### src/rtl/rca_pkg.sv
// Shared types and defaults for the multiword ripple-carry sequencer.
package rca_pkg;

    localparam int unsigned WordW  = 16;
    localparam int unsigned SliceW = 4;
    // Stage count of the external pipelined 4-bit adder.
    localparam int unsigned AddLat = 4;

    typedef enum logic [1:0] {StIdle, StIssue, StWait, StDone} state_e;

    function automatic int unsigned n_slices(int unsigned word_w, int unsigned slice_w);
        return word_w / slice_w;
    endfunction

endpackage

### src/rtl/rca_multiword_sequencer_if.sv
// Operand and result handshake bundle for the multiword sequencer.
interface rca_multiword_sequencer_if #(
    parameter int unsigned WORD_W = 16
) ();

    logic              in_valid;
    logic              in_ready;
    logic [WORD_W-1:0] op_a;
    logic [WORD_W-1:0] op_b;
    logic              op_cin;
    logic              out_valid;
    logic              out_ready;
    logic [WORD_W-1:0] result;
    logic              result_cout;

    modport master (
        output in_valid, op_a, op_b, op_cin, out_ready,
        input  in_ready, out_valid, result, result_cout
    );

    modport slave (
        input  in_valid, op_a, op_b, op_cin, out_ready,
        output in_ready, out_valid, result, result_cout
    );

endinterface

### src/rtl/rca_multiword_sequencer.sv
// Splits a WORD_W addition into SLICE_W slices, runs them LSB-first through an
// external pipelined adder and reassembles the sum.
module rca_multiword_sequencer
    import rca_pkg::*;
#(
    parameter int unsigned WORD_W  = WordW,
    parameter int unsigned SLICE_W = SliceW,
    parameter int unsigned ADD_LAT = AddLat
) (
    input  logic                          clk,
    input  logic                          rst,
    rca_multiword_sequencer_if.slave      bus,
    output logic [SLICE_W-1:0]            add_a,
    output logic [SLICE_W-1:0]            add_b,
    output logic                          add_cin,
    input  logic [SLICE_W-1:0]            add_sum,
    input  logic                          add_cout
);

    localparam int unsigned NSlices = n_slices(WORD_W, SLICE_W);
    localparam int unsigned IdxW    = (NSlices > 1) ? $clog2(NSlices) : 1;
    localparam int unsigned CntW    = (ADD_LAT > 1) ? $clog2(ADD_LAT) : 1;

    state_e              state_q, state_d;
    logic [WORD_W-1:0]   a_q, a_d, b_q, b_d, res_q, res_d;
    logic                carry_q, carry_d, cout_q, cout_d;
    logic [IdxW-1:0]     idx_q, idx_d;
    logic [CntW-1:0]     wait_cnt_q, wait_cnt_d;
    logic                in_ready_q, in_ready_d, out_valid_q, out_valid_d;
    logic [SLICE_W-1:0]  add_a_q, add_a_d, add_b_q, add_b_d;
    logic                add_cin_q, add_cin_d;

    // Adder inputs are registered, so they are loaded on the edge entering ISSUE
    // and simply held through WAIT.
    always_comb begin
        state_d     = state_q;
        a_d         = a_q;
        b_d         = b_q;
        res_d       = res_q;
        carry_d     = carry_q;
        cout_d      = cout_q;
        idx_d       = idx_q;
        wait_cnt_d  = wait_cnt_q;
        in_ready_d  = in_ready_q;
        out_valid_d = out_valid_q;
        add_a_d     = add_a_q;
        add_b_d     = add_b_q;
        add_cin_d   = add_cin_q;
        unique case (state_q)
            StIdle: begin
                if (bus.in_valid) begin
                    a_d        = bus.op_a;
                    b_d        = bus.op_b;
                    carry_d    = bus.op_cin;
                    idx_d      = '0;
                    add_a_d    = bus.op_a[SLICE_W-1:0];
                    add_b_d    = bus.op_b[SLICE_W-1:0];
                    add_cin_d  = bus.op_cin;
                    in_ready_d = 1'b0;
                    state_d    = StIssue;
                end
            end
            StIssue: begin
                wait_cnt_d = CntW'(ADD_LAT - 1);
                state_d    = StWait;
            end
            StWait: begin
                if (wait_cnt_q != '0) begin
                    wait_cnt_d = wait_cnt_q - CntW'(1);
                end else begin
                    res_d[idx_q*SLICE_W +: SLICE_W] = add_sum;
                    carry_d = add_cout;
                    if (idx_q == IdxW'(NSlices - 1)) begin
                        cout_d      = add_cout;
                        out_valid_d = 1'b1;
                        state_d     = StDone;
                    end else begin
                        idx_d     = idx_q + IdxW'(1);
                        add_a_d   = a_q[idx_d*SLICE_W +: SLICE_W];
                        add_b_d   = b_q[idx_d*SLICE_W +: SLICE_W];
                        add_cin_d = add_cout;
                        state_d   = StIssue;
                    end
                end
            end
            StDone: begin
                if (bus.out_ready) begin
                    out_valid_d = 1'b0;
                    in_ready_d  = 1'b1;
                    state_d     = StIdle;
                end
            end
            default: state_d = StIdle;
        endcase
    end

    always_ff @(posedge clk) begin
        if (rst) begin
            state_q     <= StIdle;
            a_q         <= '0;
            b_q         <= '0;
            res_q       <= '0;
            carry_q     <= 1'b0;
            cout_q      <= 1'b0;
            idx_q       <= '0;
            wait_cnt_q  <= '0;
            in_ready_q  <= 1'b1;
            out_valid_q <= 1'b0;
            add_a_q     <= '0;
            add_b_q     <= '0;
            add_cin_q   <= 1'b0;
        end else begin
            state_q     <= state_d;
            a_q         <= a_d;
            b_q         <= b_d;
            res_q       <= res_d;
            carry_q     <= carry_d;
            cout_q      <= cout_d;
            idx_q       <= idx_d;
            wait_cnt_q  <= wait_cnt_d;
            in_ready_q  <= in_ready_d;
            out_valid_q <= out_valid_d;
            add_a_q     <= add_a_d;
            add_b_q     <= add_b_d;
            add_cin_q   <= add_cin_d;
        end
    end

    assign bus.in_ready    = in_ready_q;
    assign bus.out_valid   = out_valid_q;
    assign bus.result      = res_q;
    assign bus.result_cout = cout_q;
    assign add_a           = add_a_q;
    assign add_b           = add_b_q;
    assign add_cin         = add_cin_q;

endmodule
### src/flat_wrapper.sv
// flat-port wrapper written by rule: the top's interface ports become plain ports
module rca_multiword_sequencer_flat import rca_pkg::*;
#(
    parameter int unsigned WORD_W  = WordW,
    parameter int unsigned SLICE_W = SliceW,
    parameter int unsigned ADD_LAT = AddLat
)
  (clk, rst, add_a, add_b, add_cin, add_sum, add_cout, bus_in_valid, bus_op_a, bus_op_b, bus_op_cin, bus_out_ready, bus_in_ready, bus_out_valid, bus_result, bus_result_cout);
  rca_multiword_sequencer_if #(.WORD_W(WORD_W)) bus_i ();
  input  logic clk;
  input  logic rst;
  output logic [SLICE_W-1:0] add_a;
  output logic [SLICE_W-1:0] add_b;
  output logic add_cin;
  input  logic [SLICE_W-1:0] add_sum;
  input  logic add_cout;
  input wire logic [$bits(bus_i.in_valid)-1:0] bus_in_valid;
  input wire logic [$bits(bus_i.op_a)-1:0] bus_op_a;
  input wire logic [$bits(bus_i.op_b)-1:0] bus_op_b;
  input wire logic [$bits(bus_i.op_cin)-1:0] bus_op_cin;
  input wire logic [$bits(bus_i.out_ready)-1:0] bus_out_ready;
  output wire logic [$bits(bus_i.in_ready)-1:0] bus_in_ready;
  output wire logic [$bits(bus_i.out_valid)-1:0] bus_out_valid;
  output wire logic [$bits(bus_i.result)-1:0] bus_result;
  output wire logic [$bits(bus_i.result_cout)-1:0] bus_result_cout;
  assign bus_i.in_valid = bus_in_valid;
  assign bus_i.op_a = bus_op_a;
  assign bus_i.op_b = bus_op_b;
  assign bus_i.op_cin = bus_op_cin;
  assign bus_i.out_ready = bus_out_ready;
  assign bus_in_ready = bus_i.in_ready;
  assign bus_out_valid = bus_i.out_valid;
  assign bus_result = bus_i.result;
  assign bus_result_cout = bus_i.result_cout;
  rca_multiword_sequencer #(.WORD_W(WORD_W), .SLICE_W(SLICE_W), .ADD_LAT(ADD_LAT)) u_core (.clk(clk), .rst(rst), .bus(bus_i), .add_a(add_a), .add_b(add_b), .add_cin(add_cin), .add_sum(add_sum), .add_cout(add_cout));
endmodule
### config.mk
export PLATFORM = sky130hd
export DESIGN_NAME = rca_multiword_sequencer_flat
export DESIGN_NICKNAME = d
export VERILOG_FILES = /design/src/rtl/rca_pkg.sv /design/src/rtl/rca_multiword_sequencer_if.sv /design/src/rtl/rca_multiword_sequencer.sv /design/src/flat_wrapper.sv
export SDC_FILE = /design/constraint.sdc
export NUM_CORES = 1
export LEC_CHECK = 0
export CAP_MARGIN = 30
export CORE_ASPECT_RATIO = 0.5
export CORE_MARGIN = 2
export CORE_UTILIZATION = 35
export CTS_CLUSTER_DIAMETER = 50
export DETAILED_ROUTE_END_ITERATION = 10
export GPL_ROUTABILITY_DRIVEN = 0
export GPL_TIMING_DRIVEN = 0
export PLACE_DENSITY = 0.65
export SYNTH_ARGS = -nofsm -noshare
export SYNTH_HDL_FRONTEND = slang
export SYNTH_SLANG_ARGS = --single-unit
### constraint.sdc
create_clock -name clk -period 2.2 [get_ports clk]
set_input_delay 0.33 -clock clk [delete_from_list [all_inputs] [get_ports clk]]
set_output_delay 0.33 -clock clk [all_outputs]
set_load 0.01 [all_outputs]
==> summary.txt, run 1 <==
status: complete, no violations
Worst EP required: 2440 ps
layout cell share with drive strength beyond 1: 0.131
post-synthesis cell area: 2970 um^2
Slowest-stage cell, CP: dfxtp_2
Syn Area/Cell: 8.47 um^2
remaining antenna violation count after routing: 0
Chip Height: 69.2 um
Pins Over Slew Limit: 0
RSZ-0062 raised after global routing: false
vias per cell: 4.95
post-synth net total: 399
Overflow after GRT: 0
Seq cells post-synth: 66
crit path DAT: 2300 ps
CP Cell Sequence: buf_4 -> inv_1 -> ha_2 -> and3b_1 -> buf_2 -> a22oi_1 -> a311oi_1
Clock Tree Root: clkbuf_16
IO buf count: 68
Synth Area in Adders: 0.0253
max-cap violation count: 0
nets: 478
Placeable Area: 8120 um^2
io pins: 70
row count: 23
Static Leak: 1.48 nW
share of the yosys chip area belonging to registers: 0.445
Tightest Hold Check Type: input pin to flip-flop
ranking of synthesized cells by area: dfxtp_1, nand2_1, a21oi_1
CTS resizes: 2
Crit path largest cell delay: 430 ps
Die ar.: 9290 um^2
non-filler cells, final: 546
post-synthesis simple-gate area fraction: 0.236
Vias: 2702
Synth-to-Final Area Change: 37.0%
Tot Pwr: 3.26 mW
cell count after synthesis: 351
hold buffers post-CTS: 0
first-pass GRT wire length: 12800 um
pin count of the biggest net entering global routing: 11
dpl cells: 531
Post-synth EDFFs: 0
Starting Density: 0.366
yosys warns: 0
vias in the first global route: 2601
Antenna diodes: 0
internal power component: 2.39 mW
Filler cells: 799
Routed WL: 7820 um
TritonCTS clock tree: yes
Worst setup EP type: flip-flop
combinational group share of total power: 0.186
DIE WIDTH: 134 um
post-synth top area share: 0.445
switching part of the total: 0.267
multiplexer share of the synthesized area: 0.0678
Final period util: 0.937
relative slew slack: 0.633
Clk pwr share: 0.403
buffer depth of the longest clock path: 2
xor/xnor share of the synthesized area: 0
fraction of registers with async set/reset: 0
final worst path period need: 2060 ps
Worst-path clk slew: 50 ps
NetSw: 0.870 mW
maximum VDD drop: 0.437 mV
Final Hold Vio Count: 0
final setup vio count: 0
initial DRC count: 167
Synth Area in Compound Gates: 0.176
power density over the cells: 801 nW/um^2
DP HPWL: 5560 um
Post-CTS Setup Bufs: 0
final clock skew: 5.99 ps
crit start category: flip-flop
type of the worst setup path: flip-flop to flip-flop
Commonest cells post-synth: nand2_1, dfxtp_1, a21oi_1, mux2_2
count leader, synth: nand2_1
# H-tree levels: 3
CP max FO: 10
Num CTS Buffers: 9
antenna violations before repair: 0
synth unique cells: 34
Synth Flop Type: dfxtp_1
CTS Sinks: 66
Worst Tran Pin Value: 550 ps
largest family of logic cells by synthesized area: simple AND/OR/NAND/NOR gates
residual DRC count: 0
drt pass-1 iters: 4
part of the power in registers: 0.411
clk_lat worst skew: 340 ps
Max Clock Freq: 0.485 GHz
largest area contributor in the netlist: dfxtp_1
wire per inst: 14.3 um
GRT Total Usage: 0.178
-- placed cells by master (no fill, tap or decap), types with 2 or more instances in the layout --
cell and n:
nand2_1 89, clkdlybuf4s50_1 68, dfxtp_1 65, a21oi_1 56, mux2_2 17, nand3_1 16, buf_2 15, clkbuf_1 9
nor3_1 9, a311oi_1 9, clkbuf_16 9, o21ai_0 8, a22oi_1 8, inv_1 6, nand4b_1 5, ha_1 5
and4b_1 4, buf_4 3, and4bb_2 3, clkinv_2 3, nand2b_1 2, nor2b_1 2, nor4b_2 2, a221oi_1 2
a211oi_1 2, o21bai_1 2, clkbuf_8 2
-- power by group through the flow --
stage	clock network, mW	logic, mW	registers (mW)
floorplan	0	0.355	1.37
global placement	0	0.600	1.36
detailed placement	0	0.606	1.37
CTS	1.34	0.609	1.34
global route	1.40	0.670	1.35
finish	1.31	0.606	1.34
-- area by class of cell --
type	count	area, um^2	area share
plain buffers	26	128	0.0314
clock buffers	12	256	0.0630
clock inverters	3	15.0	0.00369
inverters	7	26.3	0.00646
multi-input cells	252	1500	0.369
flip-flops and latches	66	1320	0.325
well taps	112	140	0.0344
repair buffers	68	681	0.167
-- routing by layer --
layer,share of wire,wire [um],vias to the layer above,GRT usage
met5,0,0,-,0
li1,-,-,1399,-
met3,0.053,418,8,0.0603
met4,0.0083,65,0,0.0596
met1,0.49,3860,1230,0.236
met2,0.44,3480,65,0.272
-- per-stage QoR --
stage	setup WS [ps]	TNS [ps]	util	hold WS, ps	instance area (um^2)
4_1_cts	84.2	0	0.501	423	4070
6_report	138	0	0.502	427	4070
2_1_floorplan	387	0	-	433	2970
3_3_place_gp	-53.0	-288	0.467	440	3790
3_5_place_dp	-81.7	-491	0.467	444	3790
5_1_grt	13.2	0	0.502	455	4070
-- logic make-up after synthesis --
logic type               count (synthesis)
buffers and inverters                   33
AO/OA/AOI/OAI                           89
flip-flops                              66
multiplexers                            18
AND/OR/NAND/NOR                        139
adder cells (fa/ha/maj)                  6
-- final timing paths --
kind / from / endpoint / slack, ps / depth (start not counted)
hold / removal: rst / u_core.idx_q[1] / 430 / 2
setup reg to reg: u_core.idx_q[0] / u_core.add_b[3] / 140 / 7
hold reg to reg: u_core.bus.result[10] / u_core.bus.result[10] / 450 / 2
setup / recovery: u_core.idx_q[0] / u_core.add_b[3] / 140 / 7
-- registers in the layout, summed over array words and instances, names as in the netlist, 2 cells and up --
name	count
u_core.bus.result	16
u_core.wait_cnt_q	2
u_core.state_q	2
u_core.idx_q	2
u_core.add_b	4
u_core.a_q	16
u_core.add_a	4
u_core.b_q	16
-- worst max-delay path: cells and delay by family, from the launching register on --
family | cells | cell delay, ps
buf+inv | 3 | 550
compound gates | 2 | 370
fa+ha+maj | 1 | 430
simple gates | 1 | 190
flops | 1 | 430
Note: power is estimated with default switching activity, not from simulation.
==> inputs of run 2 (changes only) <==
- ABC_AREA: not set -> 1
- PLACE_DENSITY: 0.65 -> 0.64
==> run 2 against run 1 <==
Synthesized cell count up 37%. Sequential power up 5%. Largest cell class unchanged. Largest power group unchanged. Global-route usage down 0.26 points. Non-clock buffer count down 3. Hold slack better by 26 ps. Via count up 17%. Clock skew down 2.7 ps. Fmax up 1.5%. Sequential share of layout area down 1.7 points. Area after synthesis up 6.8%. Register-to-register slack better by 30 ps.
==> summary.txt, run 2 <==
length of routed wiring on met1: 4020 um (+4.2%)
met2 WL: 3650 um (+5.1%)
initial DRC count: 151 (-9.6%)
CTS Sinks: 66 (unchanged)
count leader, synth: nand2_1
ranking of synthesized cells by area: dfxtp_1, nand2_1, nor2_1
Final Hold Vio Count: 0 (unchanged)
post-layout util: 0.490 (-0.0117)
layout cell share with drive strength beyond 1: 0.0956 (-0.0358)
# H-tree levels: 3 (unchanged)
Clk pwr share: 0.362 (-0.041)
combinational group share of total power: 0.254 (+0.068)
crit start category: flip-flop
largest area contributor in the netlist: dfxtp_1
Max Clock Freq: 0.492 GHz (+1.5%)
Post-CTS Setup Bufs: 0 (unchanged)
Antenna diodes: 0 (unchanged)
Final WS setup: 169 ps (+30.8 ps)
DP HPWL: 6150 um (+11%)
remaining antenna violation count after routing: 0 (unchanged)
type of the worst setup path: flip-flop to flip-flop
Crit path largest cell delay: 370 ps (-60 ps)
CP max FO: 12 (+2)
row count: 24 (+4.3%)
power density over the cells: 854 nW/um^2 (+6.6%)
WHS: 453 ps (+25.7 ps)
Crit path max-delay family: buffers and inverters
Worst EP required: 2470 ps (+30 ps)
GRT Total Usage: 0.175 (-0.00264)
pin count of the biggest net entering global routing: 14 (+3)
max-cap violation count: 0 (unchanged)
Slowest-stage cell, CP: ha_1
dpl cells: 666 (+25%)
Starting Density: 0.362 (-0.00430)
commonest cells after routing, fill and taps aside: nand2_1, nor2_1, clkdlybuf4s50_1, dfxtp_1, o21ai_0
first-pass GRT wire length: 13700 um (+7.0%)
final setup vio count: 0 (unchanged)
final worst path period need: 2030 ps (-30.8 ps)
switching part of the total: 0.316 (+0.0495)
antenna violations before repair: 0 (unchanged)
relative slew slack: 0.684 (+0.0514)
Synth-to-Final Area Change: 35.4%
Num CTS Buffers: 9 (unchanged)
Clock Tree Root: clkbuf_16
post-synthesis cell area: 3170 um^2 (+6.8%)
Setup TNS: 0 ps (unchanged)
Worst setup EP type: flip-flop
dpl cell area: 4010 um^2 (+5.7%)
non-filler cells, final: 682 (+25%)
Static Leak: 1.80 nW (+22%)
Tot Pwr: 3.67 mW (+13%)
DIE WIDTH: 139 um (+3.2%)
wire per inst: 11.9 um (-17%)
buffer depth of the longest clock path: 2 (unchanged)
Post-synth EDFFs: 0 (unchanged)
io pins: 70 (unchanged)
Worst-path clk slew: 60 ps (about the same)
clk_lat worst skew: 340 ps (about the same)
part of the power in registers: 0.384 (-0.027)
Filler cells: 919 (+15%)
Vias: 3157 (+17%)
fraction of registers with async set/reset: 0 (unchanged)
cell count after synthesis: 480 (+37%)
crit path DAT: 2300 ps (about the same)
Die ar.: 9890 um^2 (+6.5%)
Seq cells post-synth: 66 (unchanged)
RSZ-0062 raised after global routing: false
yosys warns: 0 (unchanged)
share of the yosys chip area belonging to registers: 0.416 (-0.0282)
post-synth top area share: 0.416 (-0.0282)
WP buf/inv: 4 (+1)
IO buf count: 69 (+1.5%)
Pins Over Slew Limit: 0 (unchanged)
Chip Height: 71.3 um (+3.1%)
drt pass-1 iters: 4 (unchanged)
post-layout instance area: 4300 um^2 (+5.5%)
hold buffers post-CTS: 0 (unchanged)
Final period util: 0.923 (-0.0140)
DR WL met3: 316 um (-24%)
Synth Flop Type: dfxtp_1
NetSw: 1.16 mW (+33%)
Worst Tran Pin Value: 473 ps (-77.2 ps)
Syn Area/Cell: 6.61 um^2 (-22%)
synth unique cells: 24 (-29%)
internal power component: 2.51 mW (+4.9%)
Placeable Area: 8770 um^2 (+8.0%)
Tightest Hold Check Type: flip-flop to flip-flop
nets: 608 (+27%)
Routed WL: 8140 um (+4.1%)
vias in the first global route: 2949 (+13%)
DR top layer: met4
CP Cell Sequence: clkbuf_4 -> inv_2 -> buf_4 -> ha_1 -> inv_2 -> nor2_2 -> nand2_1 -> nor2_1 -> nand2_1 -> a21oi_1
final clock skew: 3.24 ps (-2.74 ps)
post-synth net total: 528 (+32%)
status: complete, no violations
TritonCTS clock tree: yes
maximum VDD drop: 0.416 mV (-4.8%)
vias per cell: 4.63 (-6.5%)
most common cell after layout, fill and taps aside: nand2_1
pre-CTS setup slack: -11.5 ps (+70.2 ps)
Commonest cells post-synth: nand2_1, nor2_1, dfxtp_1, o21ai_0, inv_1
residual DRC count: 0 (unchanged)
Overflow after GRT: 0 (unchanged)
[run 2: cell count changes in the layout (fill, tap and decap cells not counted), moves of 6 or more]
cell      before  now
inv_1          6   35
nand3_1       16   22
nor3_1         9    2
buf_2         15    6
mux2_2        17    0
a22oi_1        8    0
nand2_2        0    9
a311oi_1       9    0
nand2_1       89  121
a21oi_1       56   26
o21ai_0        8   36
nor2_1         1  114
[run 2: power groups by stage]
stage               Clock, mW  Sequential, mW  Combinational [mW]
finish                   1.33            1.41               0.931
global route             1.43            1.43                1.05
CTS                      1.37            1.41               0.938
global placement            0            1.43               0.919
floorplan                   0            1.45               0.599
detailed placement          0            1.44               0.935
[run 2: worst paths after layout]
path	from	to	slack (ps)	cells past startpoint
setup / recovery	u_core.idx_q[0]	u_core.bus.result[9]	170	10
hold / removal	u_core.b_q[7]	u_core.b_q[7]	450	2
setup reg to reg	u_core.idx_q[0]	u_core.bus.result[9]	170	10
hold reg to reg	u_core.b_q[7]	u_core.b_q[7]	450	2
[run 2: logic make-up after synthesis]
group,Yosys count,share of synthesized area
AND/OR/NAND/NOR,281,0.363
flip-flops,66,0.416
AO/OA/AOI/OAI,64,0.108
buffers and inverters,63,0.0887
adder cells (fa/ha/maj),6,0.0237
[run 2: worst reg2reg max path: stages, from the launching register on]
cell      delay (ps)
dfxtp_1          360
clkbuf_4         210
inv_2            100
buf_4            190
ha_1             370
inv_2            140
nor2_2           180
nand2_1          120
nor2_1           110
nand2_1           60
a21oi_1          120
[run 2: area by class of cell]
| cell class | count | area, um^2 | share of cell area |
|---|---|---|---|
| buffer | 22 | 129 | 0.0300 |
| clock buffer | 9 | 225 | 0.0524 |
| clock inverter | 7 | 53.8 | 0.0125 |
| inverter | 41 | 156 | 0.0364 |
| multi-input combinational | 351 | 1570 | 0.366 |
| sequential | 66 | 1320 | 0.308 |
| tap | 117 | 146 | 0.0341 |
| timing repair buffer | 69 | 691 | 0.161 |
[run 2: routing by layer]
metal	up-vias	track usage
met4	0	0.0741
met3	13	0.0475
li1	1657	-
met5	-	0
met1	1427	0.224
met2	60	0.285
[run 2: timing repair]
action / in CTS / in global routing
endpoints found under the setup margin: 1 / 7
resized for setup: 1 / 2
endpoints found under the hold margin: 0 / 0
==> inputs of run 3 (changes only) <==
- CORE_MARGIN: 2 -> not set
==> run 3 against run 2 <==
Fmax rose by 0.85%. Flip-flop and latch count did not move. Total power fell by 1.3%. Highest routed layer unchanged. Core utilization barely moved. Global-route usage rose by 0.75 points. Clock-buffer cell count rose by 4. Via count did not move. First-iteration DRC count rose by 25%. Sequential share of layout area rose by 0.099 points. Critical path depth did not move.
==> summary.txt, run 3 (synthesis gave the netlist of run 2 again) <==
part of the power in registers: 0.389 (+0.005)
Clk pwr share: 0.355 (-0.007)
clk_lat worst skew: 330 ps (about the same)
CP max FO: 12 (unchanged)
crit path DAT: 2270 ps (-30 ps)
IO buf count: 69 (unchanged)
Static Leak: 1.80 nW (+0.30%)
Overflow after GRT: 0 (unchanged)
Final Hold Vio Count: 0 (unchanged)
vias per cell: 4.63 (unchanged)
Starting Density: 0.363 (+0.00124)
final clock skew: 4.29 ps (+1.05 ps)
CP Cell Sequence: clkbuf_4 -> inv_2 -> buf_4 -> ha_1 -> inv_2 -> nor2_2 -> nand2_1 -> nor2_1 -> nand2_1 -> a21oi_1
NetSw: 1.09 mW (-5.9%)
WHS: 463 ps (+10.6 ps)
Tightest Hold Check Type: flip-flop to flip-flop
row count: 24 (unchanged)
max-cap violation count: 0 (unchanged)
reg2reg end: u_core.bus.result[9]
Crit path largest cell delay: 360 ps (about the same)
Routed WL: 7920 um (-2.7%)
Worst setup EP type: flip-flop
CTS Sinks: 66 (unchanged)
Post-CTS Setup Bufs: 0 (unchanged)
buffer depth of the longest clock path: 2 (unchanged)
Final WS setup: 186 ps (+17.1 ps)
Min-Delay Endpoint: u_core.b_q[6]
remaining antenna violation count after routing: 0 (unchanged)
Worst Tran Pin Value: 491 ps (+17.4 ps)
relative slew slack: 0.673 (-0.0116)
RSZ-0062 raised after global routing: false
DP HPWL: 5970 um (-2.9%)
layout cell share with drive strength beyond 1: 0.0903 (-0.00531)
HP Start: u_core.b_q[6]
post-layout instance area: 4280 um^2 (-0.32%)
first-pass GRT wire length: 13200 um (-3.5%)
nets: 608 (unchanged)
Reg-to-Reg Start: u_core.idx_q[0]
commonest cells after routing, fill and taps aside: nand2_1, nor2_1, clkdlybuf4s50_1, dfxtp_1, o21ai_0
WP buf/inv: 4 (unchanged)
# H-tree levels: 3 (unchanged)
pre-CTS setup slack: 1.73 ps (+13.2 ps)
cell depth of the worst hold path: 2 (unchanged)
final worst path period need: 2010 ps (-17.1 ps)
type of the worst setup path: flip-flop to flip-flop
flop2flop setup slack: 190 ps (+20 ps)
vias in the first global route: 2812 (-4.6%)
Setup TNS: 0 ps (unchanged)
Synth-to-Final Area Change: 34.9%
Reg2Reg Depth: 10 (unchanged)
Die ar.: 9470 um^2 (-4.2%)
Worst-path clk slew: 50 ps (about the same)
Max Clock Freq: 0.496 GHz (+0.85%)
Chip Height: 69.3 um (-2.8%)
combinational group share of total power: 0.256 (+0.002)
residual DRC count: 0 (unchanged)
final setup vio count: 0 (unchanged)
dpl cell area: 4010 um^2 (unchanged)
Pins Over Slew Limit: 0 (unchanged)
Worst EP required: 2460 ps (about the same)
Vias: 3157 (unchanged)
DIE WIDTH: 137 um (-1.4%)
Clock Tree Root: clkbuf_16
internal power component: 2.53 mW (+0.85%)
crit start category: flip-flop
antenna violations before repair: 0 (unchanged)
dpl cells: 666 (unchanged)
status: complete, no violations
Antenna diodes: 0 (unchanged)
GRT Total Usage: 0.183 (+0.00750)
switching part of the total: 0.302 (-0.0148)
post-layout util: 0.490 (about the same)
maximum VDD drop: 0.435 mV (+4.6%)
wire per inst: 11.6 um (-2.7%)
Final period util: 0.916 (-0.00776)
Slowest-stage cell, CP: ha_1
most common cell after layout, fill and taps aside: nand2_1
non-filler cells, final: 682 (unchanged)
drt pass-1 iters: 4 (unchanged)
TritonCTS clock tree: yes
Num CTS Buffers: 9 (unchanged)
initial DRC count: 188 (+25%)
Placeable Area: 8740 um^2 (-0.34%)
Crit path max-delay family: buffers and inverters
pin count of the biggest net entering global routing: 13 (-1)
io pins: 70 (unchanged)
power density over the cells: 846 nW/um^2 (-0.98%)
Tot Pwr: 3.62 mW (-1.3%)
## run 3: cell count changes in the layout (fill, tap and decap cells not counted)
| cell | delta |
|---|---|
| clkinv_2 | +2 |
| inv_6 | -1 |
| buf_1 | +1 |
| clkbuf_8 | +1 |
| clkbuf_1 | +2 |
| clkinv_4 | -2 |
| clkinvlp_4 | -3 |
## run 3: worst max-delay path by stage
stage | start | end | slack (ps) | cells past startpoint
final | u_core.idx_q[0] | u_core.bus.result[9] | 190 | 10
after global placement | u_core.idx_q[0] | u_core.add_a[3] | -30 | 10
after floorplan | u_core.idx_q[0] | u_core.add_a[0] | 420 | 10
after detailed placement | u_core.idx_q[0] | u_core.add_a[3] | 2 | 10
after CTS | u_core.idx_q[0] | u_core.bus.result[9] | 70 | 10
after global routing | u_core.idx_q[0] | u_core.bus.result[10] | 3 | 10
## run 3: power by group through the flow
stage	Sequential [mW]	Combinational [mW]	Clock [mW]
floorplan	1.45	0.599	0
global placement	1.43	0.917	0
detailed placement	1.43	0.926	0
CTS	1.41	0.932	1.32
global route	1.42	1.05	1.38
finish	1.41	0.927	1.29
## run 3: layout make-up
class,count,area [um^2]
fillers,915,4460
multi-input cells,351,1570
flip-flops and latches,66,1320
repair buffers,69,691
clock buffers,13,250
inverters,41,156
well taps,117,146
plain buffers,22,129
clock inverters,3,15.0
## run 3: per-layer routing
layer | part of all wire | global-route usage | vias to the layer above
li1 | - | - | 1654
met1 | 0.50 | 0.248 | 1425
met2 | 0.44 | 0.275 | 71
met3 | 0.056 | 0.0548 | 7
met4 | 0.0097 | 0.0593 | 0
met5 | 0 | 0 | -
## run 3: repair_timing
item,4_1_cts,5_1_grt
hold buffers,0,0
endpoints found under the hold margin,0,0
endpoints found under the setup margin,3,5
gates resized for setup,1,3
## run 3: tightest hold or removal path: cells and delay by family, from the launching register on
kind	cells	cell delay (ps)
AOI/OAI and AO/OA	1	60
buffers and inverters	1	70
DFF	1	290
